[src/rtl/decode_control_unit.sv]
// Multi-cycle decode/control stage feeding the ALU: latches one instruction,
// reads a 32x32 register file, sequences execute, data memory access and writeback.
module decode_control_unit #(
  parameter int DATA_W  = 32,
  parameter int REG_NUM = 32
) (
  input  logic              clk,
  input  logic              reset,
  input  logic [31:0]       instr,
  input  logic              instr_valid,
  output logic              instr_ready,
  output logic [5:0]        opcode,
  output logic [7:0]        sub_opcode,
  output logic [DATA_W-1:0] src1,
  output logic [DATA_W-1:0] src2,
  output logic              enable_execute,
  input  logic [DATA_W-1:0] alu_result,
  input  logic              alu_overflow,
  output logic [DATA_W-1:0] dm_addr,
  output logic              dm_read,
  output logic              dm_write,
  output logic [DATA_W-1:0] dm_wdata,
  input  logic [DATA_W-1:0] dm_rdata,
  output logic              done,
  output logic              overflow_exc,
  input  logic [4:0]        dbg_addr,
  output logic [DATA_W-1:0] dbg_data
);

  localparam int AW = $clog2(REG_NUM);

  typedef enum logic [2:0] {
    S_IDLE, S_DECODE, S_EXECUTE, S_MEM, S_WB
  } state_e;

  typedef enum logic [3:0] {
    K_NOP, K_ALU, K_SHI, K_IMM, K_MOVI, K_LDI, K_STI, K_LD, K_ST
  } kind_e;

  function automatic kind_e decode_kind(input logic [5:0] op, input logic [7:0] sub);
    kind_e k;
    k = K_NOP;
    case (op)
      6'b100000: begin
        case (sub)
          8'h00, 8'h01, 8'h02, 8'h03, 8'h04: k = K_ALU;
          8'h08, 8'h09, 8'h0B:               k = K_SHI;
          default:                           k = K_NOP;
        endcase
      end
      6'b101000, 6'b101100, 6'b101011: k = K_IMM;
      6'b100010:                       k = K_MOVI;
      6'b000010:                       k = K_LDI;
      6'b001010:                       k = K_STI;
      6'b011100: begin
        if (sub == 8'h02)      k = K_LD;
        else if (sub == 8'h0A) k = K_ST;
        else                   k = K_NOP;
      end
      default: k = K_NOP;
    endcase
    return k;
  endfunction

  state_e            state;
  logic [5:0]        op_q;
  logic [7:0]        sub_q;
  logic [AW-1:0]     rt_q;
  logic [DATA_W-1:0] res_q;
  logic              ovf_q;
  logic [DATA_W-1:0] regs [REG_NUM];

  kind_e             kind_in, kind_q;
  logic [DATA_W-1:0] nxt_src1, nxt_src2;
  logic              is_load, is_store, is_write, ovf_op;
  logic              unused_bits;

  assign unused_bits = ^{instr[31], instr[9:8]};
  assign dbg_data    = regs[dbg_addr];

  assign kind_q   = decode_kind(op_q, sub_q);
  assign is_load  = (kind_q == K_LDI) || (kind_q == K_LD);
  assign is_store = (kind_q == K_STI) || (kind_q == K_ST);
  assign is_write = (kind_q == K_ALU) || (kind_q == K_SHI) || (kind_q == K_IMM) ||
                    (kind_q == K_MOVI) || is_load;
  // Only the signed adds can raise an exception that cancels the write.
  assign ovf_op   = ((kind_q == K_ALU) && (sub_q == 8'h00 || sub_q == 8'h01)) ||
                    (op_q == 6'b101000);

  // Operand selection from the incoming word, so operands are already on the
  // ALU bus throughout DECODE and held through EXECUTE.
  always_comb begin
    kind_in  = decode_kind(instr[30:25], instr[7:0]);
    nxt_src1 = '0;
    nxt_src2 = '0;
    case (kind_in)
      K_ALU, K_LD, K_ST: begin
        nxt_src1 = regs[instr[19:15]];
        nxt_src2 = regs[instr[14:10]];
      end
      K_SHI: begin
        nxt_src1 = regs[instr[19:15]];
        nxt_src2 = DATA_W'(instr[14:10]);
      end
      K_IMM, K_LDI, K_STI: begin
        nxt_src1 = regs[instr[19:15]];
        nxt_src2 = DATA_W'(instr[14:0]);
      end
      K_MOVI: nxt_src2 = DATA_W'(instr[19:0]);
      default: ;
    endcase
  end

  always_ff @(posedge clk or negedge reset) begin
    if (!reset) begin
      state          <= S_IDLE;
      instr_ready    <= 1'b1;
      op_q           <= '0;
      sub_q          <= '0;
      rt_q           <= '0;
      res_q          <= '0;
      ovf_q          <= 1'b0;
      opcode         <= '0;
      sub_opcode     <= '0;
      src1           <= '0;
      src2           <= '0;
      enable_execute <= 1'b0;
      dm_addr        <= '0;
      dm_read        <= 1'b0;
      dm_write       <= 1'b0;
      dm_wdata       <= '0;
      done           <= 1'b0;
      overflow_exc   <= 1'b0;
      for (int i = 0; i < REG_NUM; i++) regs[i] <= '0;
    end else begin
      enable_execute <= 1'b0;
      dm_addr        <= '0;
      dm_read        <= 1'b0;
      dm_write       <= 1'b0;
      dm_wdata       <= '0;
      done           <= 1'b0;
      overflow_exc   <= 1'b0;
      case (state)
        S_IDLE: begin
          if (instr_valid) begin
            op_q        <= instr[30:25];
            sub_q       <= instr[7:0];
            rt_q        <= instr[24:20];
            opcode      <= instr[30:25];
            sub_opcode  <= instr[7:0];
            src1        <= nxt_src1;
            src2        <= nxt_src2;
            instr_ready <= 1'b0;
            state       <= S_DECODE;
          end
        end
        S_DECODE: begin
          enable_execute <= 1'b1;
          state          <= S_EXECUTE;
        end
        S_EXECUTE: begin
          res_q <= alu_result;
          ovf_q <= alu_overflow;
          if (is_load || is_store) begin
            dm_addr  <= alu_result;
            dm_read  <= is_load;
            dm_write <= is_store;
            dm_wdata <= is_store ? regs[rt_q] : '0;
            state    <= S_MEM;
          end else begin
            done         <= 1'b1;
            overflow_exc <= ovf_op && alu_overflow;
            state        <= S_WB;
          end
        end
        S_MEM: begin
          done  <= 1'b1;
          state <= S_WB;
        end
        S_WB: begin
          // Load data arrives during WB, one cycle after the read strobe.
          if (is_write && !(ovf_op && ovf_q))
            regs[rt_q] <= is_load ? dm_rdata : res_q;
          opcode      <= '0;
          sub_opcode  <= '0;
          src1        <= '0;
          src2        <= '0;
          instr_ready <= 1'b1;
          state       <= S_IDLE;
        end
        default: state <= S_IDLE;
      endcase
    end
  end

endmodule
[config.mk]
export PLATFORM = sky130hd
export DESIGN_NAME = decode_control_unit
export DESIGN_NICKNAME = d
export VERILOG_FILES = /design/src/rtl/decode_control_unit.sv
export SDC_FILE = /design/constraint.sdc
export NUM_CORES = 2
export LEC_CHECK = 0
export BUFFER_PORTS_ARGS = -buffer_cell sky130_fd_sc_hd__buf_2
export CAP_MARGIN = 20
export CORE_MARGIN = 2
export CORE_UTILIZATION = 30
export CTS_CLUSTER_SIZE = 8
export DETAILED_ROUTE_END_ITERATION = 7
export HOLD_SLACK_MARGIN = 0.03
export PLACE_DENSITY_LB_ADDON = 0.3
export SYNTH_ARGS = -nofsm -noshare
export SYNTH_HDL_FRONTEND = slang
export SYNTH_SLANG_ARGS = --single-unit
[constraint.sdc]
create_clock -name clk -period 4.3 [get_ports clk]
set_input_delay 0.86 -clock clk [delete_from_list [all_inputs] [get_ports clk]]
set_output_delay 0.86 -clock clk [all_outputs]
set_load 0.1 [all_outputs]
==> results.toml <==
[status]
status = "finished, final reports clean"

[clock_network]
cts_tree = "built"
cts.sinks = 1227
path_clk_slew_ns = 0.05
clk_path_buf_depth = 4
cts_buffers = 181
htree_levels = 4
clkLatencyLatePin_ns = 0.86
ctsRootBufferMaster = "clkbuf_16"
cts_setup_buffers = 0

[setup_path]
worst-path-max-fanout = 20
r2r_setup_slack_ns = 0.44
worstSetupPathType = "input pin to output pin"
crit_required_ns = 3.44
rr_worst_depth = 8
cp_slowest_stage_delay_ns = 0.51
r2r-end = "regs[596]"
r2r-start = "sub_q[5]"
crit_path_end_kind = "output pin"
crit_buf_inv = 4
crit_family = "multiplexers"
critical_path.cell_chain = "buf_8 -> buf_12 -> buf_12 -> mux4_2 -> mux4_2 -> mux2_2 -> buf_2"
slowest_stage = "mux4_2"
crit_path_start_kind = "input pin"
cp_data_arrival_time_ns = 3.25

[global_route]
use_met2_pct = 33.9
grt_pass1_vias = 54200
grt_overflow = 0
grt_pass1_wl_mm = 434
use_met3_pct = 5.76
antenna_found_initial = 19
grt_max_degree = 133
grtUsageTotal_pct = 22.8
met1_usage_pct = 31.6
grt.busiest_layer = "met2"

[layout]
design_area_um2 = 90100
mostFrequentLayoutCell = "dfrtp_1"
drive_gt1_share_pct = 46.1
fillers = 25100
multi_input_area_um2 = 45600
layout_common_cells = "1224 x dfrtp_1, 1106 x mux4_2, 664 x mux2_1, 270 x buf_2, 264 x mux2_2"
register_area_um2 = 30700
area_growth_pct = 13.9
fin_nets = 5310

[yosys]
synth_area_per_cell_um2 = 15.7
synth_ff_type = "dfrtp_1"
netlist_area_um2 = 79100
yosys_register_bits = 1227
synth_edf_count = 0
synth-async-reset-ratio_pct = 100
synthesis.nets = 5151
synth_cells = 5046
ys_seq_area_share_pct = 38.8
synth_warnings = 0
yosysUniqueCellTypes = 62

[placement]
dp_hpwl_mm = 185
portBuffers = 283
place_area_um2 = 85200
routabilityCongestion = 0.828

[timing]
final_hold_viol_count = 0
maxSlewViolCount = 0
tightest_slew_ns = 0.981
fin_crit_ns = 4.11
totalNegativeSetupSlack_ns = 0
timing.fmax_mhz = 243
setup_violations = 0
finalCritPeriodShare_pct = 95.6
slew_headroom_pct = 34.6
rsz0062_at_grt = "no"
fin_skew_ns = 0.0687

[pwr]
power_density_nw_per_um2 = 464
leakagePower_nw = 39.1
fin_total_pwr_mw = 41.8
ir_drop_v = 0.000617

[drt]
wl_per_cell_um = 35.1
drt_first_pass_iters = 8
vias = 54100
finalWirelength_mm = 308
via_per_inst = 6.17
final_antenna_net_count = 0
drt_iter0_markers = 6886
route.detailed.drc = 0

[die]
core_area_um2 = 262000
die_x_um = 517
initial_utilization_pct = 30.1
io_pins = 285
die_area_um2 = 268000
rows = 188
fp.dieH_um = 517

[flow_run]
maxCapViolations = 0

[hold_path]
hold_path.class = "input pin to flip-flop"
min-delay-start = "alu_result[5]"
hold-path-cell-count = 3
min_to = "res_q[5]"
==> metal layers <==
layer / share of wire (%) / vias up
li1: - / 20800
met1: 41 / 29400
met2: 44 / 3237
met3: 10 / 633
met4: 4.6 / 8
met5: 0.018 / -
==> where the power goes <==
group	leakage, nW	internal [mW]	switching [mW]
sequential	17.0	12.9	1.58
clock	2.35	7.64	5.40
combinational	19.7	5.31	8.98
total	39.1	25.9	16.0
==> registers in the layout, indices dropped and copies added, names as in the netlist <==
name and count:
regs 1024, dm_addr 32, dm_wdata 32, res_q 32, src1 32, src2 32
sub_opcode 8, sub_q 8, op_q 6, opcode 6, rt_q 5, state 3
dm_read 1, dm_write 1, done 1, enable_execute 1, instr_ready 1, overflow_exc 1
ovf_q 1
==> logic make-up (layout without fill, tap and decap cells) <==
group | after synthesis | count (layout) | share of synthesized area [%]
xor gates and xnor gates | 1 | 1 | 0.0111
muxes | 2398 | 2398 | 50.8
buffers and inverters | 574 | 762 | 3.74
other | 0 | 13 | 0
and+or+nand+nor | 482 | 482 | 3.39
AOI/OAI and AO/OA | 364 | 364 | 3.19
DFF | 1227 | 1227 | 38.8
==> how the worst max path moves through the flow <==
| stage | cells after the start | from | endpoint | slack (ns) |
|---|---|---|---|---|
| 2_1_floorplan | 6 | dbg_addr[0] | dbg_data[10] | 0.14 |
| 3_3_place_gp | 7 | dbg_addr[0] | dbg_data[3] | 0.18 |
| 3_5_place_dp | 7 | dbg_addr[0] | dbg_data[24] | 0.18 |
| 4_1_cts | 7 | dbg_addr[0] | dbg_data[24] | 0.18 |
| 5_1_grt | 7 | dbg_addr[0] | dbg_data[24] | 0.13 |
| 6_report | 7 | dbg_addr[0] | dbg_data[16] | 0.19 |
==> what timing repair did <==
item,CTS,global route
gates resized for setup,0,0
hold endpoints to repair,5,0
hold buffers,1,0
==> cells in the mapped netlist, types with 20 or more instances <==
| master | number | area (um^2) |
|---|---|---|
| a221oi_1 | 37 | 324 |
| a22oi_1 | 60 | 450 |
| and2_1 | 35 | 219 |
| buf_1 | 86 | 323 |
| buf_2 | 57 | 285 |
| buf_6 | 91 | 1020 |
| clkbuf_1 | 333 | 1250 |
| dfrtp_1 | 1226 | 30700 |
| mux2_1 | 664 | 7480 |
| mux2_2 | 264 | 2970 |
| mux2_4 | 240 | 3600 |
| mux2i_1 | 124 | 1240 |
| mux4_2 | 1106 | 24900 |
| nand2_1 | 248 | 931 |
| nor2_1 | 59 | 221 |
| nor3_4 | 20 | 325 |
| o21ai_0 | 45 | 225 |
| o22ai_1 | 161 | 1010 |
| or4_1 | 33 | 248 |
==> cell type report <==
| class | count | area share [%] |
|---|---|---|
| Multi-Input combinational cell | 3245 | 50.6 |
| Clock buffer | 209 | 5.28 |
| Clock inverter | 3 | 0.0458 |
| Timing Repair Buffer | 546 | 5.02 |
| Inverter | 4 | 0.0167 |
| Tap cell | 3515 | 4.88 |
| Sequential cell | 1227 | 34.1 |
| Antenna cell | 13 | 0.0361 |
==> through the flow <==
stage	setup WS, ns	utilization, %	cells	hold slack (ns)
after global routing	0.135	34.3	8752	0.210
after detailed placement	0.183	32.5	8536	0.458
final	0.188	34.3	8762	0.218
after floorplan	0.141	-	5046	0.440
after global placement	0.184	32.5	8535	0.459
after CTS	0.182	34.3	8749	0.170
==> worst register-to-register path, cell delays in order (launching register included) <==
cell and delay (ns):
dfrtp_1 0.37, or4_4 0.58, or4_1 0.45, o21ai_1 0.19, o2111a_2 0.82, buf_12 0.34, nor3_4 0.08, buf_4 0.38
mux2_1 0.52
Note: power is estimated with default switching activity, not from simulation.
